File: src/rtl/mmio_uart_pkg.sv
// Shared definitions for the memory-mapped UART transmitter: register map,
// STATUS bit positions, serializer state encoding and frame geometry.
package mmio_uart_pkg;

  localparam logic [3:0] OFF_TXDATA  = 4'h0;
  localparam logic [3:0] OFF_STATUS  = 4'h4;
  localparam logic [3:0] OFF_DIVISOR = 4'h8;

  localparam int STAT_OVERFLOW = 0;
  localparam int STAT_FULL     = 1;
  localparam int STAT_EMPTY    = 2;
  localparam int STAT_BUSY     = 3;

  localparam int FRAME_BITS = 8;

  typedef enum logic [1:0] {
    S_IDLE  = 2'd0,
    S_START = 2'd1,
    S_DATA  = 2'd2,
    S_STOP  = 2'd3
  } tx_state_e;

endpackage

File: src/rtl/sync_fifo.sv
// Single-clock FIFO with registered full/empty flags and a combinational head.
// Pushes when full and pops when empty are ignored.
module sync_fifo #(
  parameter int WIDTH = 8,
  parameter int DEPTH = 8
) (
  input  logic                     clk,
  input  logic                     rst,
  input  logic                     push,
  input  logic                     pop,
  input  logic [WIDTH-1:0]         din,
  output logic [WIDTH-1:0]         dout,
  output logic                     full,
  output logic                     empty,
  output logic [$clog2(DEPTH):0]   count
);

  localparam int AW = $clog2(DEPTH);
  localparam int CW = AW + 1;

  logic [WIDTH-1:0] mem [DEPTH];
  logic [AW-1:0]    wr_ptr;
  logic [AW-1:0]    rd_ptr;
  logic [CW-1:0]    count_q;
  logic [CW-1:0]    count_d;
  logic             full_q;
  logic             empty_q;
  logic             push_ok;
  logic             pop_ok;

  // Full is judged on the registered flag, so a push+pop while full still drops the push.
  assign push_ok = push && !full_q;
  assign pop_ok  = pop && !empty_q;

  always_comb begin
    count_d = count_q;
    if (push_ok && !pop_ok) begin
      count_d = count_q + CW'(1);
    end else if (!push_ok && pop_ok) begin
      count_d = count_q - CW'(1);
    end
  end

  always_ff @(posedge clk) begin
    if (rst) begin
      wr_ptr  <= '0;
      rd_ptr  <= '0;
      count_q <= '0;
      full_q  <= 1'b0;
      empty_q <= 1'b1;
    end else begin
      if (push_ok) wr_ptr <= wr_ptr + AW'(1);
      if (pop_ok)  rd_ptr <= rd_ptr + AW'(1);
      count_q <= count_d;
      full_q  <= (count_d == CW'(DEPTH));
      empty_q <= (count_d == '0);
    end
  end

  always_ff @(posedge clk) begin
    if (push_ok) mem[wr_ptr] <= din;
  end

  assign dout  = mem[rd_ptr];
  assign full  = full_q;
  assign empty = empty_q;
  assign count = count_q;

endmodule

File: src/rtl/mmio_uart_tx.sv
// Memory-mapped 8N1 UART transmitter on the CPU data port: TXDATA stores feed a
// FIFO, a divisor-timed serializer drains it onto txd; reads are combinational.
module mmio_uart_tx
  import mmio_uart_pkg::*;
#(
  parameter logic [31:0] BASE_ADDR  = 32'h0000_1000,
  parameter int          FIFO_DEPTH = 8,
  parameter logic [15:0] CLK_DIV    = 16'd868
) (
  input  logic        clk_in,
  input  logic        reset,
  input  logic        d_ram_rena,
  input  logic        d_ram_wena,
  input  logic [31:0] DAddr,
  input  logic [31:0] DataIn,
  output logic [31:0] Data_out,
  output logic        txd,
  output logic        tx_empty
);

  localparam int BIT_W = $clog2(FRAME_BITS);

  logic                        hit;
  logic [3:0]                  offset;
  logic                        wr_txdata;
  logic                        wr_status;
  logic                        wr_divisor;
  logic                        overflow_q;
  logic [15:0]                 divisor_q;
  logic [31:0]                 status_word;

  logic                        fifo_pop;
  logic [7:0]                  fifo_dout;
  logic                        fifo_full;
  logic                        fifo_empty;
  logic [$clog2(FIFO_DEPTH):0] fifo_count;

  tx_state_e                   state_q, state_d;
  logic [15:0]                 baud_q, baud_d;
  logic [BIT_W-1:0]            bit_q, bit_d;
  logic [7:0]                  shift_q, shift_d;
  logic [15:0]                 div_q, div_d;
  logic                        txd_q, txd_d;
  logic                        baud_done;
  logic                        busy;
  logic                        unused_bits;

  assign hit        = (DAddr[31:4] == BASE_ADDR[31:4]);
  assign offset     = {DAddr[3:2], 2'b00};
  assign wr_txdata  = hit && d_ram_wena && (offset == OFF_TXDATA);
  assign wr_status  = hit && d_ram_wena && (offset == OFF_STATUS);
  assign wr_divisor = hit && d_ram_wena && (offset == OFF_DIVISOR);

  assign unused_bits = ^{DAddr[1:0], DataIn[31:16], fifo_count};

  sync_fifo #(
    .WIDTH (8),
    .DEPTH (FIFO_DEPTH)
  ) u_fifo (
    .clk   (clk_in),
    .rst   (reset),
    .push  (wr_txdata),
    .pop   (fifo_pop),
    .din   (DataIn[7:0]),
    .dout  (fifo_dout),
    .full  (fifo_full),
    .empty (fifo_empty),
    .count (fifo_count)
  );

  always_ff @(posedge clk_in) begin
    if (reset) begin
      overflow_q <= 1'b0;
      divisor_q  <= CLK_DIV;
    end else begin
      if (wr_txdata && fifo_full) begin
        overflow_q <= 1'b1;
      end else if (wr_status && DataIn[STAT_OVERFLOW]) begin
        overflow_q <= 1'b0;
      end
      if (wr_divisor) divisor_q <= DataIn[15:0];
    end
  end

  assign busy     = (state_q != S_IDLE);
  assign tx_empty = fifo_empty && !busy;

  always_comb begin
    status_word                = '0;
    status_word[STAT_OVERFLOW] = overflow_q;
    status_word[STAT_FULL]     = fifo_full;
    status_word[STAT_EMPTY]    = fifo_empty;
    status_word[STAT_BUSY]     = busy;
  end

  // Read data reflects pre-edge state, so a same-cycle write is not visible yet.
  always_comb begin
    Data_out = '0;
    if (hit && d_ram_rena) begin
      case (offset)
        OFF_STATUS:  Data_out = status_word;
        OFF_DIVISOR: Data_out = {16'h0000, divisor_q};
        default:     Data_out = '0;
      endcase
    end
  end

  assign baud_done = (baud_q == div_q - 16'd1);

  always_comb begin
    state_d  = state_q;
    baud_d   = baud_q;
    bit_d    = bit_q;
    shift_d  = shift_q;
    div_d    = div_q;
    fifo_pop = 1'b0;
    case (state_q)
      S_IDLE: begin
        if (!fifo_empty) begin
          fifo_pop = 1'b1;
          shift_d  = fifo_dout;
          div_d    = (divisor_q == 16'd0) ? 16'd1 : divisor_q;
          baud_d   = '0;
          state_d  = S_START;
        end
      end
      S_START: begin
        if (baud_done) begin
          baud_d  = '0;
          bit_d   = '0;
          state_d = S_DATA;
        end else begin
          baud_d = baud_q + 16'd1;
        end
      end
      S_DATA: begin
        if (baud_done) begin
          baud_d  = '0;
          shift_d = {1'b0, shift_q[7:1]};
          if (bit_q == BIT_W'(FRAME_BITS - 1)) begin
            state_d = S_STOP;
          end else begin
            bit_d = bit_q + BIT_W'(1);
          end
        end else begin
          baud_d = baud_q + 16'd1;
        end
      end
      S_STOP: begin
        if (baud_done) begin
          baud_d  = '0;
          state_d = S_IDLE;
        end else begin
          baud_d = baud_q + 16'd1;
        end
      end
      default: state_d = S_IDLE;
    endcase

    // txd is registered from the next state so the line changes on the same edge as the FSM.
    case (state_d)
      S_START: txd_d = 1'b0;
      S_DATA:  txd_d = shift_d[0];
      default: txd_d = 1'b1;
    endcase
  end

  always_ff @(posedge clk_in) begin
    if (reset) begin
      state_q <= S_IDLE;
      baud_q  <= '0;
      bit_q   <= '0;
      txd_q   <= 1'b1;
    end else begin
      state_q <= state_d;
      baud_q  <= baud_d;
      bit_q   <= bit_d;
      txd_q   <= txd_d;
    end
  end

  always_ff @(posedge clk_in) begin
    shift_q <= shift_d;
    div_q   <= div_d;
  end

  assign txd = txd_q;

endmodule

File: config.mk
export PLATFORM = sky130hd
export DESIGN_NAME = mmio_uart_tx
export DESIGN_NICKNAME = d
export VERILOG_FILES = /design/src/rtl/mmio_uart_pkg.sv /design/src/rtl/sync_fifo.sv /design/src/rtl/mmio_uart_tx.sv
export SDC_FILE = /design/constraint.sdc
export NUM_CORES = 1
export LEC_CHECK = 0
export BUFFER_PORTS_ARGS = -buffer_cell sky130_fd_sc_hd__buf_4
export CORE_ASPECT_RATIO = 1.1
export CORE_UTILIZATION = 41
export CTS_CLUSTER_DIAMETER = 30
export DETAILED_ROUTE_END_ITERATION = 8
export PLACE_DENSITY = 0.64
export SLEW_MARGIN = 20
export SYNTH_ARGS = -nofsm -noshare
export SYNTH_HDL_FRONTEND = slang
export SYNTH_SLANG_ARGS = --single-unit
File: constraint.sdc
create_clock -name clk_in -period 9.99 [get_ports clk_in]
set_input_delay 0.4995 -clock clk_in [delete_from_list [all_inputs] [get_ports clk_in]]
set_output_delay 0.4995 -clock clk_in [all_outputs]
set_load 0.01 [all_outputs]
==> qor.csv, run 1 <==
metric;value;unit
portion of the clock cycle consumed by the worst path in the final layout;0.3796;
total inserted antenna cells;0;
most frequent cell after synthesis;sky130_fd_sc_hd__edfxtp_1;
full die area;17100;sq um
setup bufs post-CTS;0;
First DRT Iteration DRCs;289;
worst slew pin tran;0.8950;ns
Core Rows;49;
highest attainable clock frequency;263.7;MHz
required time of the worst setup path;10.05;ns
total negative setup slack;0;ns
number of flops mapped to enable cells by yosys;87;
clock insertion delay at the later pin of the skew report;0.42;ns
vias in the first global route;4540;
TritonCTS clock tree;done;
met2 GRT Util;0.2918;
initial core utilization;0.4168;
Yosys warnings;0;
final critical delay including setup and external delays;3.792;ns
total clock buffers created by CTS;17;
post-route DRC violation count;6;
overall overflow remaining after global route;0;
Mapped Cells;612;
residual antenna-violating net count after detailed routing;0;
number of fill cells in the layout;1455;
count of endpoints failing setup in the final report;0;
routing usage on met3;0.03636;
Routed Wire Length;14.30;mm
first-pass detailed-route iteration total;7;
number of instances resized during post-cts repair;0;
synthesized flop and latch total;142;
share of synthesized registers carrying an async set or reset;0;
area share of the largest cell type after synthesis;0.3843;
average vias per placed instance;5.462;
die extent in y;137.0;um
met1 GRT Util;0.2128;
outcome;finished, violations left;
Worst Path Class, Setup;flop to flop;
routed length per instance;16.47;um
unrepaired setup endpoints after global routing;false;
Relative slew margins;0.4011;
number of buffers inserted for hold repair after clock tree synthesis;0;
most used standard cells in the synthesized netlist;sky130_fd_sc_hd__edfxtp_1 (87), sky130_fd_sc_hd__nand2_1 (66), sky130_fd_sc_hd__dfxtp_1 (55);
CP max FO;9;
cell total after placement;836;
final-layout worst hold slack;0.2993;ns
category of the worst setup path capture point;flop;
leakage power total;0.002789;uW
maximum number of pins on one net before global-route repair;45;
maxcap violations;0;
leading post-synthesis cells by cell area;sky130_fd_sc_hd__edfxtp_1 (38%), sky130_fd_sc_hd__dfxtp_1 (16%), sky130_fd_sc_hd__mux4_2 (5.3%), sky130_fd_sc_hd__nand2_1 (3.6%), sky130_fd_sc_hd__nor2_1 (2.2%);
cell breakdown of the critical path;inv_1 > ha_1 > or4b_1 > nor3_1 > a22oi_1 > nor4_1 > o2111a_2 > and2_1 > a21oi_1 > nor2_1;
antenna violations before repair;0;
power density of the placed cells;209.1;nW/um^2
number of I/O port buffers;67;
top_reg_cell synth;sky130_fd_sc_hd__edfxtp_1;
worst-path cell with the longest stage delay;sky130_fd_sc_hd__or4b_1;
growth of design area from synthesis to finish;16.25;%
violations in the final reports;DRC;
post-synthesis instance area;6798;sq um
master cell of the clock root buffer;sky130_fd_sc_hd__clkbuf_16;
type of element launching the critical path;flop;
post-DP HPWL;10.25;mm
Finished Layout Cells;868;
library cell occupying the most area in the post-synthesis netlist;sky130_fd_sc_hd__edfxtp_1;
GRT busiest layer;met2;
Peak supply drop;116.1;uV
total vias in the final route;4741;
number of nets in the layout;730;
sequential-to-total area share from yosys stat;0.5463;
Hold Path Class;input pin to flop;
buffers from clock root to sink, at most;2;
GP Congestion;0.8172;
Clk pin slew, worst setup/hold paths;0.07;ns
global-route wire length before repair;22.81;mm
layout cells sized above 1;0.1988;
count of final hold-check violations;0;
number of clock sinks;142;
Avg Cell Area, Syn;11.11;sq um
final worst clock skew;0.01003;ns
unique cell type count in the Yosys netlist;64;
Max Transition Viols Final;0;
overall die width;124.8;um
crit-path max cell delay;0.63;ns
total routing usage reported by global routing;0.1740;
Core Footprint;16310;sq um
number of levels in the clock H-tree;4;
arrival time of the worst setup path;3.85;ns
IO Pins;102;
report_power, final:
part           total [uW]  internal [uW]  switching (uW)
logic                 277            134             143
clock network         629            357             273
registers             746            680            65.4
routing by layer:
metal,vias up,share of wire
met1,2283,0.44
met4,0,0.029
li1,2277,-
met3,29,0.044
met5,-,0
met2,152,0.49
sequential cells by signal, indices dropped and copies added, names as in the netlist, 2 cells and up, named ones only:
register       count
u_fifo.rd_ptr      3
bit_q              3
div_q             16
shift_q            8
divisor_q         16
u_fifo.count       4
baud_q            16
state_q            2
u_fifo.mem        64
u_fifo.wr_ptr      3
per-stage QoR:
step	util	worst slack (ns)	cell area (sq um)	total power, uW
floorplan	-	6.828	6854	961.2
global placement	0.4477	6.270	7301	1025
detailed placement	0.4477	6.256	7301	1037
CTS	0.4845	6.214	7901	1663
global route	0.4846	5.930	7903	1722
finish	0.4846	6.198	7903	1652
path summary, 6_finish.rpt:
kind | start | endpoint | slack [ns] | depth (start not counted)
worst max-delay path | div_q[0]$_SDFFCE_PN1P_ | shift_q[3]$_DFFE_PP_ | 6.20 | 10
worst min-delay path | DataIn[8] | divisor_q[8]$_SDFFE_PP1P_ | 0.30 | 3
worst max register to register | div_q[0]$_SDFFCE_PN1P_ | shift_q[3]$_DFFE_PP_ | 6.20 | 10
worst min register to register | u_fifo.rd_ptr[1]$_SDFFE_PP0P_ | flop | 0.48 | 2
cells by family after synthesis:
group / share of synthesized area
buf+inv: 0.05577
other cells: 0.0005517
xor+xnor: 0.03994
compound gates: 0.09553
mux: 0.06921
flops: 0.5463
fa+ha+maj: 0.02025
simple gates: 0.1725
area by class of cell:
type / instances / area (sq um) / share of cell area
Sequential cell: 142 / 3715 / 0.4701
Multi-Input combinational cell: 407 / 2761 / 0.3494
Timing Repair Buffer: 69 / 518.0 / 0.06555
Clock buffer: 17 / 425.4 / 0.05383
Tap cell: 204 / 255.2 / 0.03230
Clock inverter: 15 / 175.2 / 0.02217
Inverter: 14 / 52.55 / 0.006650
cells in the final DEF (no fill, tap or decap), types with 3 or more instances in the layout:
cell,synthesis,final
sky130_fd_sc_hd__a31oi_1,12,12
sky130_fd_sc_hd__buf_4,16,69
sky130_fd_sc_hd__o31ai_1,3,3
sky130_fd_sc_hd__conb_1,1,16
sky130_fd_sc_hd__mux4_2,16,16
sky130_fd_sc_hd__inv_1,14,14
sky130_fd_sc_hd__nand4_1,4,4
sky130_fd_sc_hd__mux2i_1,11,11
sky130_fd_sc_hd__and2_1,17,17
sky130_fd_sc_hd__o21ai_0,21,21
sky130_fd_sc_hd__a211oi_1,4,4
sky130_fd_sc_hd__clkbuf_16,0,17
sky130_fd_sc_hd__nand2b_1,8,8
sky130_fd_sc_hd__or3_1,4,4
sky130_fd_sc_hd__inv_6,0,3
sky130_fd_sc_hd__nor3_1,14,14
sky130_fd_sc_hd__nand3b_1,10,10
sky130_fd_sc_hd__ha_1,11,11
sky130_fd_sc_hd__nand3_1,15,15
sky130_fd_sc_hd__xor2_1,15,15
sky130_fd_sc_hd__dfxtp_1,55,54
sky130_fd_sc_hd__or4_1,3,3
sky130_fd_sc_hd__or2b_1,4,4
sky130_fd_sc_hd__a21oi_1,29,29
sky130_fd_sc_hd__a22oi_1,6,6
sky130_fd_sc_hd__edfxtp_1,87,87
sky130_fd_sc_hd__inv_8,0,4
sky130_fd_sc_hd__nand2_1,66,66
sky130_fd_sc_hd__clkinv_4,0,3
sky130_fd_sc_hd__xnor2_1,16,16
sky130_fd_sc_hd__nor4b_1,3,3
sky130_fd_sc_hd__nor2_1,40,40
sky130_fd_sc_hd__and3_1,6,6
sky130_fd_sc_hd__nor4_1,16,16
worst max-delay path: cells and delay by family (launching register included):
| family | cells | cell delay (ns) |
|---|---|---|
| simple gates | 5 | 1.91 |
| compound gates | 3 | 0.58 |
| fa+ha+maj | 1 | 0.33 |
| buf+inv | 1 | 0.10 |
| flops | 1 | 0.50 |
No activity file was read; power rests on OpenSTA's default activity.
==> run 2: changes to the inputs <==
--- a/config.mk
+++ b/config.mk
@@ -10,7 +10,7 @@
 export CORE_UTILIZATION = 41
 export CTS_CLUSTER_DIAMETER = 30
 export DETAILED_ROUTE_END_ITERATION = 8
-export PLACE_DENSITY = 0.64
+export PLACE_DENSITY = 0.66
 export SLEW_MARGIN = 20
 export SYNTH_ARGS = -nofsm -noshare
 export SYNTH_HDL_FRONTEND = slang
==> constraint.sdc (replaced) <==
create_clock -name clk_in -period 3.4 [get_ports clk_in]
set_input_delay 0.17 -clock clk_in [delete_from_list [all_inputs] [get_ports clk_in]]
set_output_delay 0.17 -clock clk_in [all_outputs]
set_load 0.01 [all_outputs]
==> run 2 against run 1 <==
  * Critical endpoint is now shift_q[6]$_DFFE_PP_
  * The flow still finishes with violations (DRC)
  * Sequential cell count unchanged
  * Final area up 2.2%
  * Cell count up 2.8%
  * Wire length up 2.4%
  * Critical path type unchanged
  * Register-to-register slack worse by 6.0 ns
  * Non-clock buffer count up 24
  * Clock skew down 0.00090 ns
  * Count of clock-buffer cells in the layout up 1
  * Combinational power rose to 3.3 times the previous value
  * Setup slack worse by 6.0 ns
==> qor.csv, run 2 (synthesis gave the netlist of run 1 again) <==
metric;value;unit;change
master cell of the clock root buffer;sky130_fd_sc_hd__clkbuf_16;;unchanged
maxcap violations;0;;unchanged
violations in the final reports;DRC;;unchanged
post-route worst setup slack;0.2405;ns;was 6.198 ns
number of instances resized during post-cts repair;0;;unchanged
worst-path cell with the longest stage delay;sky130_fd_sc_hd__or4b_1;;unchanged
Post-Layout Inst Area;8077;sq um;was 7903 sq um
r2r worst-path depth;11;;was 10
internal portion of total power;3408;uW;was 1171 uW
setup bufs post-CTS;0;;unchanged
Switching Share;0.2933;;was 0.2913
initial core utilization;0.4168;;unchanged
Hold Path Stages;1;;was 3
worst-case hold path end point;u_fifo.mem[5][3]$_DFFE_PP_;;was divisor_q[8]$_SDFFE_PP1P_
highest attainable clock frequency;316.5;MHz;was 263.7 MHz
Core Rows;49;;unchanged
arrival time of the worst setup path;3.30;ns;was 3.85 ns
total negative setup slack;0;ns;unchanged
share of the core filled with cells in the final layout;0.4952;;was 0.4846
global-route wire length before repair;23.98;mm;was 22.81 mm
overall die width;124.8;um;unchanged
category of the worst setup path capture point;flop;;unchanged
count of final hold-check violations;0;;unchanged
post-route DRC violation count;11;;was 6
type of element launching the critical path;flop;;unchanged
post-DP HPWL;10.43;mm;was 10.25 mm
maximum number of pins on one net before global-route repair;45;;unchanged
outcome;finished, violations left;;unchanged
cell breakdown of the critical path;inv_1 > ha_1 > or4b_1 > nor3_1 > a22oi_1 > nor4_1 > o2111a_2 > and2_1 > a21oi_1 > nor2_1 > buf_4;;was inv_1 > ha_1 > or4b_1 > nor3_1 > a22oi_1 > nor4_1 > o2111a_2 > and2_1 > a21oi_1 > nor2_1
worst reg2reg path startpoint;div_q[1]$_SDFFCE_PN0P_;;was div_q[0]$_SDFFCE_PN1P_
part of the power in registers;0.448;;was 0.451
total inserted antenna cells;0;;unchanged
count of endpoints failing setup in the final report;0;;unchanged
reg-to-reg slack, setup;0.24;ns;was 6.20 ns
IO Pins;102;;unchanged
portion of the clock cycle consumed by the worst path in the final layout;0.9293;;was 0.3796
First DRT Iteration DRCs;287;;was 289
worst slew pin tran;0.8995;ns;was 0.8950 ns
residual antenna-violating net count after detailed routing;0;;unchanged
die extent in y;137.0;um;unchanged
most frequent cells in the layout;sky130_fd_sc_hd__edfxtp_1 (87), sky130_fd_sc_hd__buf_4 (82), sky130_fd_sc_hd__nand2_1 (66), sky130_fd_sc_hd__dfxtp_1 (55), sky130_fd_sc_hd__nor2_1 (40);;was sky130_fd_sc_hd__edfxtp_1 (87), sky130_fd_sc_hd__buf_4 (69), sky130_fd_sc_hd__nand2_1 (66), sky130_fd_sc_hd__dfxtp_1 (54), sky130_fd_sc_hd__nor2_1 (40)
growth of design area from synthesis to finish;18.81;%;was 16.25%
Top reg by flops;u_fifo.mem;;unchanged
Peak supply drop;397.8;uV;was 116.1 uV
vias in the first global route;4851;;was 4,540
Hold Path Class;input pin to flop;;unchanged
number of buffers inserted for hold repair after clock tree synthesis;10;;was 0
Max Transition Viols Final;0;;unchanged
Relative slew margins;0.3981;;was 0.4011
clock insertion delay at the later pin of the skew report;0.43;ns;was 0.42 ns
Crit path buffers/inverters;2;;was 1
launch instance of the worst min-delay path;DataIn[3];;was DataIn[8]
total routing usage reported by global routing;0.1837;;was 0.1740
final critical delay including setup and external delays;3.160;ns;was 3.792 ns
switching pwr;1414;uW;was 481.2 uW
TritonCTS clock tree;done;;unchanged
unrepaired setup endpoints after global routing;false;;unchanged
power density of the placed cells;597.1;nW/um^2;was 209.1 nW/um^2
first-pass detailed-route iteration total;6;;was 7
commonest non-fill, non-tap cell in the layout;sky130_fd_sc_hd__edfxtp_1;;unchanged
leakage power total;0.002887;uW;was 0.002789 uW
Clk pin slew, worst setup/hold paths;0.06;ns;was 0.07 ns
number of levels in the clock H-tree;4;;unchanged
flip-flop count of the largest register after layout;64;;unchanged
Routed Wire Length;14.63;mm;was 14.30 mm
Finished Layout Cells;892;;was 868
Worst Path Class, Setup;flop to flop;;unchanged
total clock buffers created by CTS;17;;unchanged
total vias in the final route;4819;;was 4,741
number of clock sinks;142;;unchanged
routed length per instance;16.40;um;was 16.47 um
CP max FO;7;;was 9
combinational power share;0.189;;was 0.168
CP top delay family;simple AND/OR/NAND/NOR gates;;unchanged
antenna violations before repair;0;;unchanged
pre-CTS setup slack;0.2939;ns;was 6.256 ns
cell total after placement;849;;was 836
number of I/O port buffers;67;;unchanged
buffers from clock root to sink, at most;2;;unchanged
Crit Reg-Reg Endpoint;shift_q[6]$_DFFE_PP_;;was shift_q[3]$_DFFE_PP_
required time of the worst setup path;3.54;ns;was 10.05 ns
part of the total power dissipated in the clock network;0.363;;was 0.381
average vias per placed instance;5.402;;was 5.462
Core Footprint;16310;sq um;unchanged
GP Congestion;0.8607;;was 0.8172
layout cells sized above 1;0.2093;;was 0.1988
placed inst area;7398;sq um;was 7301 sq um
final worst clock skew;0.009138;ns;was 0.01003 ns
number of nets in the layout;754;;was 730
full die area;17100;sq um;unchanged
crit-path max cell delay;0.60;ns;was 0.63 ns
overall overflow remaining after global route;0;;unchanged
==> run 2: cell types whose count changed in the layout (fill, tap and decap cells not counted), moves of 2 or more <==
cell                            change
sky130_fd_sc_hd__dlygate4sd3_1     +11
sky130_fd_sc_hd__clkinv_4           +2
sky130_fd_sc_hd__inv_8              -2
sky130_fd_sc_hd__buf_4             +13
==> run 2: metrics by stage <==
step                      total power, uW  hold WS, ns
final                                4823      0.01233
after global routing                 5043     0.008876
after CTS                            4852    0.0009653
after detailed placement             3095       0.3961
after global placement               3047       0.3847
after floorplan                      2824       0.2689
==> run 2: layer usage <==
metal,vias to the layer above,share of wire,track usage,routed length [um]
met1,2334,0.43,0.2114,6247
met2,139,0.51,0.3268,7510
met3,23,0.041,0.04300,602
met4,0,0.019,0.08368,271
li1,2323,-,-,-
met5,-,0,0,0
==> run 2: power groups by stage <==
stage	clock (uW)	combinational [uW]	sequential (uW)
3_3_place_gp	0	857	2190
5_1_grt	1850	1010	2190
2_1_floorplan	0	716	2110
4_1_cts	1780	911	2160
3_5_place_dp	0	894	2200
6_report	1750	910	2160
==> run 2: layout make-up <==
| cell class | instances | area (sq um) |
|---|---|---|
| fillers | 1454 | 8232 |
| well taps | 204 | 255.2 |
| multi-input cells | 407 | 2761 |
| clock inverters | 14 | 128.9 |
| inverters | 14 | 52.55 |
| flip-flops and latches | 142 | 3714 |
| repair buffers | 93 | 725.7 |
| clock buffers | 18 | 439.2 |
==> run 2: worst max path at each step <==
| stage | end | start | cells past startpoint | slack, ns |
|---|---|---|---|---|
| detailed placement | shift_q[6]$_DFFE_PP_ | div_q[1]$_SDFFCE_PN0P_ | 11 | 0.29 |
| floorplan | shift_q[1]$_DFFE_PP_ | div_q[0]$_SDFFCE_PN1P_ | 13 | 0.24 |
| finish | shift_q[6]$_DFFE_PP_ | div_q[1]$_SDFFCE_PN0P_ | 11 | 0.24 |
| global placement | shift_q[7]$_DFFE_PP_ | div_q[1]$_SDFFCE_PN0P_ | 11 | 0.29 |
| CTS | shift_q[6]$_DFFE_PP_ | div_q[1]$_SDFFCE_PN0P_ | 11 | 0.27 |
| global route | shift_q[6]$_DFFE_PP_ | div_q[1]$_SDFFCE_PN0P_ | 11 | 0.07 |
==> run 3: changes to the inputs <==
--- a/config.mk
+++ b/config.mk
@@ -10,7 +10,6 @@
 export CORE_UTILIZATION = 41
 export CTS_CLUSTER_DIAMETER = 30
 export DETAILED_ROUTE_END_ITERATION = 8
-export PLACE_DENSITY = 0.66
 export SLEW_MARGIN = 20
 export SYNTH_ARGS = -nofsm -noshare
 export SYNTH_HDL_FRONTEND = slang
==> run 3 against run 2 <==
  * The run still ends with DRC left
  * Setup slack improved by 0.0026 ns
  * Sequential share of layout area decreased by 0.26 points
  * Combinational power decreased by 0.7%
  * Critical path depth unchanged
  * Maximum frequency about the same
  * Cell count unchanged
  * Critical endpoint unchanged
==> qor.csv, run 3 (synthesis gave the netlist of run 1 again) <==
metric;value;unit;change
required time of the worst setup path;3.53;ns;was 3.54 ns
number of clock sinks;142;;unchanged
global-route wire length before repair;24.12;mm;was 23.98 mm
maxcap violations;0;;unchanged
placed inst area;7426;sq um;was 7398 sq um
layout cells sized above 1;0.2093;;unchanged
overall die width;124.8;um;unchanged
leakage power total;0.002905;uW;was 0.002887 uW
master cell of the clock root buffer;sky130_fd_sc_hd__clkbuf_16;;unchanged
Clk pin slew, worst setup/hold paths;0.06;ns;about the same
clock insertion delay at the later pin of the skew report;0.42;ns;was 0.43 ns
average vias per placed instance;5.328;;was 5.402
growth of design area from synthesis to finish;19.49;%;was 18.81%
power density of the placed cells;612.2;nW/um^2;was 597.1 nW/um^2
Post-Layout Inst Area;8123;sq um;was 8077 sq um
total inserted antenna cells;0;;unchanged
final worst clock skew;0.008135;ns;was 0.009138 ns
violations in the final reports;DRC;;unchanged
CP max FO;7;;unchanged
total vias in the final route;4753;;was 4,819
number of I/O port buffers;67;;unchanged
final critical delay including setup and external delays;3.157;ns;was 3.160 ns
cell breakdown of the critical path;inv_1 > ha_1 > or4b_1 > o41ai_2 > xnor2_1 > o32ai_1 > and4_1 > and2_1 > a21oi_1 > nor2_1 > buf_4;;was inv_1 > ha_1 > or4b_1 > nor3_1 > a22oi_1 > nor4_1 > o2111a_2 > and2_1 > a21oi_1 > nor2_1 > buf_4
Routed Wire Length;14.87;mm;was 14.63 mm
first-pass detailed-route iteration total;8;;was 6
maximum number of pins on one net before global-route repair;45;;unchanged
full die area;17100;sq um;unchanged
worst slew pin tran;0.9370;ns;was 0.8995 ns
antenna violations before repair;0;;unchanged
total clock buffers created by CTS;17;;unchanged
TritonCTS clock tree;done;;unchanged
initial core utilization;0.4168;;unchanged
Hold Path Class;input pin to flop;;unchanged
Core Footprint;16310;sq um;unchanged
Core Rows;49;;unchanged
reg-to-reg slack, setup;0.24;ns;about the same
post-route DRC violation count;6;;was 11
post-DP HPWL;10.76;mm;was 10.43 mm
number of instances resized during post-cts repair;0;;unchanged
count of endpoints failing setup in the final report;0;;unchanged
Worst Path Class, Setup;flop to flop;;unchanged
overall overflow remaining after global route;0;;unchanged
count of final hold-check violations;0;;unchanged
routed length per instance;16.67;um;was 16.40 um
IO Pins;102;;unchanged
number of levels in the clock H-tree;4;;unchanged
portion of the clock cycle consumed by the worst path in the final layout;0.9285;;was 0.9293
arrival time of the worst setup path;3.29;ns;was 3.30 ns
flip-flop count of the largest register after layout;64;;unchanged
vias in the first global route;4716;;was 4,851
Relative slew margins;0.3731;;was 0.3981
crit-path max cell delay;0.61;ns;was 0.60 ns
total negative setup slack;0;ns;unchanged
number of nets in the layout;754;;unchanged
GP Congestion;0.8288;;was 0.8607
category of the worst setup path capture point;flop;;unchanged
type of element launching the critical path;flop;;unchanged
number of fill cells in the layout;1455;;was 1,454
outcome;finished, violations left;;unchanged
commonest non-fill, non-tap cell in the layout;sky130_fd_sc_hd__edfxtp_1;;unchanged
Max Transition Viols Final;0;;unchanged
most frequent cells in the layout;sky130_fd_sc_hd__edfxtp_1 (87), sky130_fd_sc_hd__buf_4 (83), sky130_fd_sc_hd__nand2_1 (66), sky130_fd_sc_hd__dfxtp_1 (55), sky130_fd_sc_hd__nor2_1 (40);;was sky130_fd_sc_hd__edfxtp_1 (87), sky130_fd_sc_hd__buf_4 (82), sky130_fd_sc_hd__nand2_1 (66), sky130_fd_sc_hd__dfxtp_1 (55), sky130_fd_sc_hd__nor2_1 (40)
die extent in y;137.0;um;unchanged
highest attainable clock frequency;316.8;MHz;was 316.5 MHz
residual antenna-violating net count after detailed routing;0;;unchanged
Top reg by flops;u_fifo.mem;;unchanged
First DRT Iteration DRCs;199;;was 287
total routing usage reported by global routing;0.1850;;was 0.1837
buffers from clock root to sink, at most;2;;unchanged
Peak supply drop;387.5;uV;was 397.8 uV
worst-path cell with the longest stage delay;sky130_fd_sc_hd__or4b_1;;unchanged
unrepaired setup endpoints after global routing;false;;unchanged
run 3: metal layers:
metal / part of all wire / track usage / up-vias
met5: 0 / 0 / -
met4: 0.011 / 0.06104 / 0
met3: 0.040 / 0.04261 / 16
met2: 0.51 / 0.3290 / 122
met1: 0.44 / 0.2220 / 2298
li1: - / - / 2317
run 3: final cells by class:
| class | count | area [sq um] | share of cell area |
|---|---|---|---|
| multi-input cells | 407 | 2761 | 0.3400 |
| clock inverters | 12 | 148.9 | 0.01833 |
| well taps | 204 | 255.2 | 0.03142 |
| clock buffers | 20 | 457.9 | 0.05638 |
| repair buffers | 93 | 733.2 | 0.09026 |
| flip-flops and latches | 142 | 3714 | 0.4572 |
| inverters | 14 | 52.55 | 0.006470 |
run 3: worst max-delay path, delay by kind of cell, from the launching register on:
family	cells	cell delay, ns
simple gates	4	1.34
compound gates	3	0.59
flops	1	0.44
buf+inv	2	0.25
fa+ha+maj	1	0.15
xor+xnor	1	0.10
run 3: what timing repair did:
item                                    CTS  global route
hold endpoints to repair                 23             0
hold buffers                              9             0
endpoints found under the setup margin    0             0
buffers inserted                          0             0
run 3: stage by stage:
step | util | hold WS, ns | total power (uW) | cells | setup WS [ns]
final | 0.4981 | 0.01287 | 4973 | 892 | 0.2431
after global routing | 0.4981 | 0.001940 | 5194 | 892 | 0.02225
after CTS | 0.4981 | 0.0007366 | 5000 | 892 | 0.2352
after detailed placement | 0.4553 | 0.3969 | 3105 | 851 | 0.2323
after global placement | 0.4553 | 0.3867 | 3063 | 851 | 0.2652
after floorplan | - | 0.2689 | 2824 | 627 | 0.2380
run 3: path summary, 6_finish.rpt:
path | start | end | cells after the start
setup / recovery | div_q[1]$_SDFFCE_PN0P_ | shift_q[6]$_DFFE_PP_ | 11
hold / removal | DataIn[11] | divisor_q[11]$_SDFFE_PP0P_ | 3
setup reg to reg | div_q[1]$_SDFFCE_PN0P_ | shift_q[6]$_DFFE_PP_ | 11
hold reg to reg | bit_q[1]$_SDFFE_PP0P_ | bit_q[1]$_SDFFE_PP0P_ | 2
run 3: power by group:
group,switching (uW),internal [uW]
clock,754,1140
sequential,175,2000
combinational,461,443
